**src/rtl/asteroid_draw_scheduler.sv**
```systemverilog
// Per-frame sequencer for the shared draw_asteroid engine: walks the slot table on frame_start
// and issues one plot per active slot, waiting for draw_done (or a timeout) before moving on.
module asteroid_draw_scheduler #(
  parameter int NUM_SLOTS    = 16,
  parameter int SLOT_AW      = 4,
  parameter int DRAW_TIMEOUT = 2047
) (
  input  logic               clk,
  input  logic               reset_n,
  input  logic               frame_start,
  output logic [SLOT_AW-1:0] slot_addr,
  input  logic               slot_active,
  input  logic [9:0]         slot_x,
  input  logic [9:0]         slot_y,
  input  logic [2:0]         slot_sprite,
  output logic               plot,
  output logic [9:0]         x_pos,
  output logic [9:0]         y_pos,
  output logic [2:0]         sprite_sel,
  input  logic               draw_done,
  output logic               busy,
  output logic               frame_done,
  output logic               overrun,
  output logic               timeout_err
);

  localparam int                 CNT_W     = $clog2(DRAW_TIMEOUT + 1);
  localparam logic [CNT_W-1:0]   CNT_MAX   = CNT_W'(DRAW_TIMEOUT);
  localparam logic [SLOT_AW-1:0] LAST_SLOT = SLOT_AW'(NUM_SLOTS - 1);

  typedef enum logic [2:0] {
    S_IDLE,
    S_FETCH,
    S_LATCH,
    S_PLOT,
    S_WAIT,
    S_NEXT,
    S_DONE
  } state_t;

  state_t           state_q, state_d;
  logic [CNT_W-1:0] wait_cnt;

  always_ff @(posedge clk) begin
    if (!reset_n) state_q <= S_IDLE;
    else          state_q <= state_d;
  end

  always_comb begin
    state_d    = state_q;
    plot       = 1'b0;
    frame_done = 1'b0;
    case (state_q)
      S_IDLE:  if (frame_start) state_d = S_FETCH;
      S_FETCH: state_d = S_LATCH;
      S_LATCH: state_d = slot_active ? S_PLOT : S_NEXT;
      S_PLOT: begin
        plot    = 1'b1;
        state_d = S_WAIT;
      end
      S_WAIT:  if (draw_done || wait_cnt == CNT_MAX) state_d = S_NEXT;
      S_NEXT:  state_d = (slot_addr == LAST_SLOT) ? S_DONE : S_FETCH;
      S_DONE: begin
        frame_done = 1'b1;
        state_d    = S_IDLE;
      end
      default: state_d = S_IDLE;
    endcase
  end

  // Datapath: slot address, held draw parameters, wait counter and status flags.
  always_ff @(posedge clk) begin
    if (!reset_n) begin
      slot_addr   <= '0;
      x_pos       <= '0;
      y_pos       <= '0;
      sprite_sel  <= '0;
      wait_cnt    <= '0;
      busy        <= 1'b0;
      overrun     <= 1'b0;
      timeout_err <= 1'b0;
    end else begin
      case (state_q)
        S_IDLE: begin
          if (frame_start) begin
            slot_addr   <= '0;
            busy        <= 1'b1;
            overrun     <= 1'b0;
            timeout_err <= 1'b0;
          end
        end
        S_LATCH: begin
          if (slot_active) begin
            x_pos      <= slot_x;
            y_pos      <= slot_y;
            sprite_sel <= slot_sprite;
          end
        end
        S_PLOT: wait_cnt <= '0;
        S_WAIT: begin
          // A completion arriving on the timeout cycle still counts as a good draw.
          if (!draw_done) begin
            if (wait_cnt == CNT_MAX) timeout_err <= 1'b1;
            else                     wait_cnt    <= wait_cnt + CNT_W'(1);
          end
        end
        S_NEXT:  if (slot_addr != LAST_SLOT) slot_addr <= slot_addr + SLOT_AW'(1);
        S_DONE:  busy <= 1'b0;
        default: ;
      endcase
      if (frame_start && state_q != S_IDLE) overrun <= 1'b1;
    end
  end

endmodule
```
**config.mk**
```make
export PLATFORM = sky130hd
export DESIGN_NAME = asteroid_draw_scheduler
export DESIGN_NICKNAME = d
export VERILOG_FILES = /design/src/rtl/asteroid_draw_scheduler.sv
export SDC_FILE = /design/constraint.sdc
export NUM_CORES = 1
export LEC_CHECK = 0
export ABC_AREA = 1
export CAP_MARGIN = 0
export CELL_PAD_IN_SITES_DETAIL_PLACEMENT = 1
export CELL_PAD_IN_SITES_GLOBAL_PLACEMENT = 2
export CORE_ASPECT_RATIO = 1.1
export CORE_MARGIN = 2
export CORE_UTILIZATION = 33
export CTS_CLUSTER_DIAMETER = 200
export DETAILED_ROUTE_END_ITERATION = 10
export DONT_BUFFER_PORTS = 1
export HOLD_SLACK_MARGIN = 0.03
export PLACE_DENSITY = 0.73
export SLEW_MARGIN = 0
export SYNTH_ARGS = -nofsm -noshare
export SYNTH_HDL_FRONTEND = slang
export SYNTH_SLANG_ARGS = --single-unit
```
**constraint.sdc**
```tcl
create_clock -name clk -period 1.5 [get_ports clk]
set_input_delay 0.15 -clock clk [delete_from_list [all_inputs] [get_ports clk]]
set_output_delay 0.15 -clock clk [all_outputs]
set_load 0.02 [all_outputs]
```
**Yosys cells after proc, flatten, opt, wreduce, memory -nomap -nowiden**

Cells that the tools add are included.
W data, S select, Z words.

- Flip-flop bits (word level): 44

- $add $sub $neg: 2
- Equality and inequality tests: 15
- Multiplexer cells: 21
- Reductions and logical operators: 17

Operators with widths:

| operator | number |
|---|---|
| $mux W11 | 2 |
| $pmux W11 S2 | 1 |
| $pmux W3 S6 | 1 |
| $mux W3 | 4 |
| $ne A2 B2 Y1 const B | 6 |
| $reduce_bool A2 Y1 | 6 |
| $add A11 B1 Y11 const B | 1 |
| $eq A11 B11 Y1 const B | 1 |
| $eq A3 B3 Y1 const B | 3 |
| $mux W1 | 8 |
| $mux W4 | 2 |
| $pmux W4 S2 | 1 |
| $reduce_and A2 Y1 | 4 |
| $eq A3 B2 Y1 const B | 2 |
| $reduce_and A3 Y1 | 2 |
| $add A4 B1 Y4 const B | 1 |
| $eq A4 B4 Y1 const B | 1 |
| $ne A4 B4 Y1 const B | 1 |
| $pmux W1 S2 | 2 |
| $reduce_and A4 Y1 | 1 |
| $eq A3 B1 Y1 const B | 1 |
| $logic_not A3 Y1 | 1 |
| $reduce_bool A3 Y1 | 1 |
| $logic_and A1 B1 Y1 | 1 |
| $logic_or A1 B1 Y1 | 1 |

**Depth between registers and ports, before layout**

Gate-level depths: netlist (run 1).

- Depth in word-level cells: 4
- Depth in mapped cells: 10
- Mapped depth without buffers: 10

**Least setup slack after synthesis (run 1)**

No wires, ideal clock.

- Path kind: register to register
- Start point: register state_q[2]
- End point: register busy
- Library setup time: 134 ps
- Arrival time: 1403 ps
- Slack: -37 ps
- Cell stages (with the launch flop): 6
- Path buffers: 0
- Period minus slack after synthesis: 1537 ps
- Path through: dfxtp_1 -> inv_1 -> nor3_1 -> inv_1 -> nand2_1 -> a21oi_1

- Word-level cells in the longest chain between the ends: 3
- Elaborated cells between the ends (all ways): 6
- Classes of those cells: eq/ne: 2; mux: 1; reduce/logical: 3

Ends and longest elaborated chain:

| what | line | text |
|---|---|---|
| start, declared | 41 | `state_t state_q, state_d;` |
| start signal, assigned | 46 | `else state_q <= state_d;` |
| $eq A3 B3 Y1 or $logic_not A3 Y1 (tied branches) | 83 | `case (state_q)` |
| $reduce_bool A2 Y1 (no source line) or $ne A2 B2 Y1 (tied branches) | - |  |
| $reduce_and A2 Y1 (no source line) | - |  |
| end signal, assigned | 79 | `busy <= 1'b0;` |
| end signal, assigned | 87 | `busy <= 1'b1;` |
| end signal, assigned | 108 | `S_DONE: busy <= 1'b0;` |
| end, declared | 21 | `output logic busy,` |

Several ways; a longest one is shown, not always the timed one.
A chain may end at the register's enable or synchronous reset.

**Worst setup path in the final report (run 1)**

- Start point: register state_q[2]
- End point: output port frame_done

- Word-level cells in the longest chain between the ends: 2

Ends and longest elaborated chain:

| what | line | text |
|---|---|---|
| $eq A3 B3 Y1 | 53 | `case (state_q)` |
| $mux W1 | 53 |  |
| end, declared | 22 | `output logic frame_done,` |

Every way passes these cells.

==> key figures, run 1 <==
Clocking
  • Longest Clk Path Bufs: 2
  • CTS Sinks: 44
  • TritonCTS clock tree: yes
  • Skew-Pair Late Insertion Delay: just under 0.3 ns
  • H-tree Lvls: 2
  • CTS buffer count: 5
  • Clock transition at path regs: roughly 0.08 ns
  • Clk Tree Root Cell: clkbuf_8

Die
  • IO Count: 60
  • Cell Rows: 30
  • Core Box Area: 6080 µm²
  • Die height: ~86 µm
  • Die Wd: approximately 79 µm
  • Initial Utilization: between 30% and 40%
  • Die area: 6810 µm²

Power and ir drop
  • Sw power: 0.725 mW
  • Internal power: roughly 1.7 mW
  • Seq pwr share: a little under three fifths
  • Gate power share: 15.4%
  • Sw Ratio: roughly 30%
  • Clock network power share: a little under 30%
  • Max VDD drop: about 0.46 mV
  • Cell Pwr Density: about 950 nW/µm²
  • Static Leak: approximately 1.1 nW

Finish
  • Multi-input gate area: 1040 µm²
  • Layout cells sized above 1: 17.6%
  • Fin util: 42.1%
  • N_diodes: 0
  • Register area: 887 µm²
  • Nets@finish: 349
  • # fillers: about 790
  • Area grow syn2layout: 25.8%

Synthesis
  • Synth area leaders: dfxtp_1 (43%), nor2_1 (12%), nand2_1 (8.3%), o21ai_0 (6.9%), nand3_1 (4.4%)
  • Share of the synthesized area in the top cell type: between 40% and 50%
  • Synth Flop Type: dfxtp_1
  • FF+latch count, synth: 44
  • Unique masters post-synth: 31
  • Post-synth ARST share: 0%
  • Post-synth EDFFs: 0
  • Mapped Nets: 309
  • Synth area leader: dfxtp_1
  • Mapped Area: 2030 µm²
  • Post-Synthesis Cells: between 200 and 300
  • Ys Warns: 0
  • Register area share after synthesis: between 40% and 50%
  • Syn Area/Cell: ~7.3 µm²

Detailed routing
  • TritonRoute pass-1 iters: 4
  • Routed WL: between 5000 and 6000 µm
  • Post-route DRC: 0
  • DR iter-0 viols: 33
  • Via density: approximately 4.8
  • Via count: 1,896
  • DRT antenna net count: 0
  • Wire length per cell: between 10 and 15 µm

Setup path
  • Crit Path Class: reg2out
  • Max incr delay on CP: 0.45 ns
  • Critical Path End Type: output pin
  • CP cell instances: inv_1, nor3_2, buf_4
  • Req. time, crit path: between 1 and 1.5 ns
  • CP startpoint kind: flip-flop
  • Worst path slowest cell: dfxtp_2
  • Arr. time, crit path: about 1.3 ns
  • Crit-path max FO: 6

Timing
  • Final Hold Vio Count: 0
  • Tmin final: 1.41 ns
  • Skew final: approximately 0.0055 ns
  • Setup TNS: 0 ns
  • Fin crit share: between 90% and 100%
  • Slew HR: a little under two fifths
  • Slew Viols, Final: 0
  • Slew at the pin closest to its max-slew limit: roughly 0.94 ns
  • F_max: 708 MHz
  • Finish-stage setup viols: 0

Placement
  • Detail Placement HPWL: between 3000 and 4000 µm
  • RePlAce Congestion: about 0.84
  • # port buffers: 0

Global routing
  • Largest net degree at the start of global routing: 30
  • First-pass GRT wire length: a little over 9000 µm
  • Vias in the first global route: 1,956
  • Congestion Overflow GR: 0
  • Gr usage total: between 10% and 20%
  • Antenna violations before repair: 0

Outcome
  • Outcome: complete, no violations

Job
  • Max-Cap Viols: 0

Min path
  • HP Class: in2reg
cells in the mapped netlist, types with 3 or more instances:
| cell type | number |
|---|---|
| inv_1 | 22 |
| nor3_1 | 4 |
| a21oi_1 | 11 |
| buf_6 | 3 |
| o21ai_0 | 28 |
| nand2_1 | 45 |
| nand3_1 | 18 |
| clkbuf_1 | 4 |
| nand3_2 | 3 |
| xor2_1 | 3 |
| nor2_4 | 3 |
| nor2_1 | 66 |
| dfxtp_1 | 44 |
metrics by stage:
step	hold slack [ns]	worst slack, ns	cells	total power [mW]	cell area, µm²
after floorplan	0.279	0.150	279	1.62	2040
after global placement	0.285	0.0906	369	1.68	2220
after detailed placement	0.284	0.0409	369	1.69	2220
after CTS	0.0308	0.00254	396	2.47	2510
after global routing	0.0320	-0.00495	399	2.57	2560
final	0.0394	0.0874	399	2.43	2560
kinds of logic after synthesis:
logic type | after synthesis | synth area share [%]
XOR/XNOR | 4 | 1.72
AO/OA/AOI/OAI | 44 | 11.6
AND/OR/NAND/NOR | 151 | 34.6
adder cells (fa/ha/maj) | 2 | 1.23
flip-flops | 44 | 43.3
buffers and inverters | 34 | 7.63
path summary, 6_finish.rpt:
kind	startpoint	endpoint	slack (ns)	cells after the start
worst max register to register	wait_cnt[0]	wait_cnt[5]	0.11	9
worst max-delay path	state_q[2]	frame_done	0.09	3
worst min-delay path	slot_y[8]	y_pos[8]	0.04	2
worst min register to register	wait_cnt[1]	wait_cnt[1]	0.49	2
layer usage:
layer	GRT usage (%)	routed length (µm)	share of wire, %	vias up
met5	0	0	0	-
met4	4.23	31	0.55	0
met2	31.0	2940	52	34
li1	-	-	-	966
met1	19.1	2370	42	894
met3	4.48	272	4.9	2
placed cells by master, fill, tap and decap left out, types with 2 or more instances in the layout:
| master | netlist | final |
|---|---|---|
| dfxtp_2 | 0 | 2 |
| nor2_1 | 66 | 66 |
| nand2_2 | 2 | 2 |
| o21ai_0 | 28 | 28 |
| nand2_4 | 2 | 4 |
| nand2_1 | 45 | 45 |
| inv_1 | 22 | 20 |
| nor2_4 | 3 | 3 |
| buf_4 | 0 | 20 |
| a21oi_2 | 2 | 2 |
| clkbuf_8 | 0 | 5 |
| inv_4 | 1 | 2 |
| nor2_2 | 2 | 2 |
| dfxtp_1 | 44 | 41 |
| nand3_1 | 18 | 18 |
| inv_2 | 2 | 3 |
| dlygate4sd3_1 | 0 | 19 |
| nand3_2 | 3 | 3 |
| a21oi_1 | 11 | 11 |
| nor3_1 | 4 | 3 |
| xor2_1 | 3 | 3 |
area by class of cell:
cell class | instances | share of cell area [%]
Sequential cell | 44 | 34.7
Multi-Input combinational cell | 203 | 40.6
Inverter | 25 | 3.86
Clock buffer | 5 | 2.69
Tap cell | 80 | 3.91
Clock inverter | 2 | 0.489
Timing Repair Buffer | 40 | 13.8
power by group through the flow:
stage | Clock, mW | Combinational [mW] | Sequential [mW]
floorplan | 0 | 0.252 | 1.37
global placement | 0 | 0.308 | 1.38
detailed placement | 0 | 0.315 | 1.38
CTS | 0.752 | 0.368 | 1.35
global route | 0.789 | 0.427 | 1.36
finish | 0.707 | 0.373 | 1.35
what timing repair did:
action | in CTS | in global routing
setup endpoints to repair | 2 | 33
setup buffers | 0 | 1
cloned | 0 | 2
hold endpoints to repair | 29 | 0
resized for setup | 2 | 10
pin swaps | 0 | 2
hold buffers | 20 | 0
flip-flops by register name, indices dropped and copies added, names as in the netlist:
signal       cells
slot_addr        4
timeout_err      1
wait_cnt        11
busy             1
x_pos           10
sprite_sel       3
state_q          3
y_pos           10
overrun          1
critical path, delay by kind of cell, from the launching register on:
family	cells	cell delay [ns]
AND/OR/NAND/NOR	1	0.21
flip-flops	1	0.45
buffers and inverters	2	0.31
(Power assumes the default switching activity.)
==> run 2, diff against run 1 <==
--- a/config.mk
+++ b/config.mk
@@ -5,19 +5,18 @@
 export SDC_FILE = /design/constraint.sdc
 export NUM_CORES = 1
 export LEC_CHECK = 0
-export ABC_AREA = 1
 export CAP_MARGIN = 0
 export CELL_PAD_IN_SITES_DETAIL_PLACEMENT = 1
 export CELL_PAD_IN_SITES_GLOBAL_PLACEMENT = 2
 export CORE_ASPECT_RATIO = 1.1
 export CORE_MARGIN = 2
-export CORE_UTILIZATION = 33
+export CORE_UTILIZATION = 35
 export CTS_CLUSTER_DIAMETER = 200
 export DETAILED_ROUTE_END_ITERATION = 10
 export DONT_BUFFER_PORTS = 1
 export HOLD_SLACK_MARGIN = 0.03
 export PLACE_DENSITY = 0.73
-export SLEW_MARGIN = 0
+export SLEW_MARGIN = 20
 export SYNTH_ARGS = -nofsm -noshare
 export SYNTH_HDL_FRONTEND = slang
 export SYNTH_SLANG_ARGS = --single-unit
==> key figures, run 2 <==
Finish
  • Biggest regs: wait_cnt (11), x_pos (10), y_pos (10)
  • Layout cells sized above 1: approximately 30%
  • Fin util: a little over half
  • Area grow syn2layout: 46.1%
  • Largest Register: wait_cnt
  • Most common cell after layout, fill and taps aside: nand2_1
  • Max reg flops: 11
  • Layout Cells excl Fill: about 380
  • Nets@finish: around 330
  • N_diodes: 0
  • Commonest cells after routing, fill and taps aside: nand2_1 (58), buf_4 (41), dfxtp_1 (38), dlygate4sd3_1 (24), a21boi_1 (16)
  • # fillers: 669
  • Post-route cell area: between 2000 and 3000 µm²

Power and ir drop
  • Static Leak: about 1.1 nW
  • Total power: about 2.5 mW
  • Max VDD drop: approximately 0.45 mV
  • Cell Pwr Density: 854 nW/µm²

Global routing
  • Most crowded layer after global routing: met2
  • GR Layer Usage met2: a little over a third
  • Met1 usage: 22.5%
  • Vias in the first global route: ~2.1k
  • Antenna violations before repair: 0
  • Met3 Use GR: 5.19%
  • Congestion Overflow GR: 0
  • Largest net degree at the start of global routing: 40
  • Gr usage total: approximately a fifth
  • First-pass GRT wire length: roughly 10,000 µm

Min path
  • HP Class: in2reg
  • Min-delay src: reset_n
  • WHS Path Cells: 2

Synthesis
  • Unique masters post-synth: 50
  • Synth Flop Type: dfxtp_1
  • Syn Area/Cell: ~8.5 µm²
  • Post-synth EDFFs: 0
  • Mapped Nets: between 200 and 300
  • Post-Synthesis Cells: 240
  • Synth area leaders: dfxtp_1 (43%), nand2_1 (11%), a21boi_1 (5.2%), a21boi_0 (4.4%), nor2_1 (2.2%)
  • Post-synth ARST share: 0%
  • FF+latch count, synth: 44
  • Mapped Area: 2040 µm²
  • Synth area leader: dfxtp_1
  • Share of the synthesized area in the top cell type: 43.2%
  • Ys Warns: 0
  • Top cells by count, synth: nand2_1 (58), dfxtp_1 (44), a21boi_1 (14)
  • Most frequent cell after synthesis: nand2_1
  • Register area share after synthesis: a little over two fifths

Placement
  • Number of placed instances, taps included: about 340
  • RePlAce Congestion: roughly 0.76
  • Cell Area, Placed: ~2400 µm²
  • # port buffers: 0
  • Detail Placement HPWL: roughly 3800 µm

Detailed routing
  • TritonRoute pass-1 iters: 4
  • DR iter-0 viols: between 40 and 50
  • Via density: roughly 5.1
  • Routed WL: 6130 µm
  • DRT antenna net count: 0
  • Wire length per cell: around 16 µm
  • Post-route DRC: 0
  • Via count: ~1.9k

Timing
  • Hold WS: a little over 0.04 ns
  • Skew final: between 0.015 and 0.02 ns
  • F_max: a little over 600 MHz
  • Min setup slack post-route: -0.121 ns
  • Fin crit share: 108%
  • Finish-stage setup viols: 11
  • Slew at the pin closest to its max-slew limit: between 0.4 and 0.5 ns
  • Slew HR: between 70% and 80%
  • Final Hold Vio Count: 0
  • Tmin final: ~1.6 ns
  • Slew Viols, Final: 0
  • RSZ-0062 raised after global routing: yes

Clocking
  • TritonCTS clock tree: yes
  • Skew-Pair Late Insertion Delay: 0.30 ns
  • CTS Sinks: 44
  • Clk Tree Root Cell: clkbuf_8
  • Clock transition at path regs: ~0.09 ns
  • H-tree Lvls: 2
  • Longest Clk Path Bufs: 2
  • CTS buffer count: 5

Setup path
  • Req. time, crit path: roughly 1.7 ns
  • Flop-to-flop setup slack: -0.12 ns
  • Reg2Reg Depth: 6
  • Crit-path max FO: 8
  • Worst r2r src: wait_cnt[0]
  • CP startpoint kind: flip-flop
  • Worst R2R End: wait_cnt[2]
  • Worst Setup EP: wait_cnt[2]
  • Arr. time, crit path: 1.81 ns
  • Crit Path Class: reg2reg
  • Crit path from: wait_cnt[0]
  • Critical Path End Type: flip-flop

Die
  • Core Box Area: between 5000 and 6000 µm²
  • Die Wd: roughly 77 µm
  • Initial Utilization: 35.8%
  • Cell Rows: 29
  • Die area: ~6500 µm²
  • IO Count: 60
  • Die height: 84.1 µm

Outcome
  • Violated checks: setup timing
  • Outcome: finished with violations

Job
  • Max-Cap Viols: 0
[run 2: metrics by stage]
| step | TNS [ns] | setup WS, ns |
|---|---|---|
| after CTS | -0.414 | -0.103 |
| after global placement | -0.630 | -0.107 |
| final | -0.583 | -0.121 |
| after global routing | -1.90 | -0.184 |
| after floorplan | -0.00740 | -0.00740 |
| after detailed placement | -1.10 | -0.170 |
[run 2: what timing repair did]
action | 4_1_cts | 5_1_grt
hold endpoints to repair | 40 | 0
hold buffers | 25 | 0
endpoints found under the setup margin | 15 | 30
cloned | 0 | 1
gates resized for setup | 18 | 21
pin swaps | 13 | 9
setup buffers | 4 | 1
[run 2: layout make-up]
type / count / area (µm²) / area share, %
clock buffers: 6 / 72.6 / 2.43
clock inverters: 2 / 35.0 / 1.18
inverters: 8 / 37.5 / 1.26
multi-input cells: 172 / 1160 / 39.1
flip-flops and latches: 44 / 896 / 30.1
well taps: 77 / 96.3 / 3.23
repair buffers: 73 / 678 / 22.8
[run 2: cell families (layout without fill, tap and decap cells)]
kind of cell	count (synthesis)	in the layout	synth area share, %
AOI/OAI and AO/OA	62	62	23.8
xor gates and xnor gates	1	1	0.430
adders and majority gates	2	2	1.23
buffers and inverters	24	89	5.64
DFF	44	44	43.2
and+or+nand+nor	107	107	25.7
[run 2: how the worst min path moves through the flow]
stage                  endpoint  slack (ns)
CTS                 wait_cnt[7]        0.04
global route        wait_cnt[7]        0.03
detailed placement         busy        0.28
global placement        overrun        0.27
floorplan               overrun        0.27
finish              wait_cnt[7]        0.04
[run 2: layer usage]
| metal | vias up | routed length [µm] |
|---|---|---|
| met1 | 922 | 2600 |
| met2 | 49 | 3190 |
| met5 | - | 0 |
| li1 | 964 | - |
| met3 | 6 | 287 |
| met4 | 0 | 51 |
[run 2: where the power goes]
| part | switching, mW | total (mW) | internal (mW) | leakage (nW) |
|---|---|---|---|---|
| clock | 0.410 | 0.905 | 0.495 | 0.0552 |
| combinational | 0.173 | 0.380 | 0.207 | 0.683 |
| sequential | 0.0584 | 1.26 | 1.20 | 0.360 |
| total | 0.641 | 2.54 | 1.90 | 1.10 |
[run 2: worst max-delay path, cell delays in order, from the launching register on]
cell	delay, ns
dfxtp_2	0.36
ha_4	0.15
nand3_4	0.09
o31ai_4	0.43
buf_4	0.20
nor2_2	0.03
o221a_2	0.25
==> run 3, diff against run 2 <==
--- a/config.mk
+++ b/config.mk
@@ -11,12 +11,10 @@
 export CORE_ASPECT_RATIO = 1.1
 export CORE_MARGIN = 2
 export CORE_UTILIZATION = 35
-export CTS_CLUSTER_DIAMETER = 200
 export DETAILED_ROUTE_END_ITERATION = 10
 export DONT_BUFFER_PORTS = 1
 export HOLD_SLACK_MARGIN = 0.03
 export PLACE_DENSITY = 0.73
-export SLEW_MARGIN = 20
 export SYNTH_ARGS = -nofsm -noshare
 export SYNTH_HDL_FRONTEND = slang
 export SYNTH_SLANG_ARGS = --single-unit
==> results of run 3 <==
The final DEF is identical to that of run 2; final timing and power are the same.
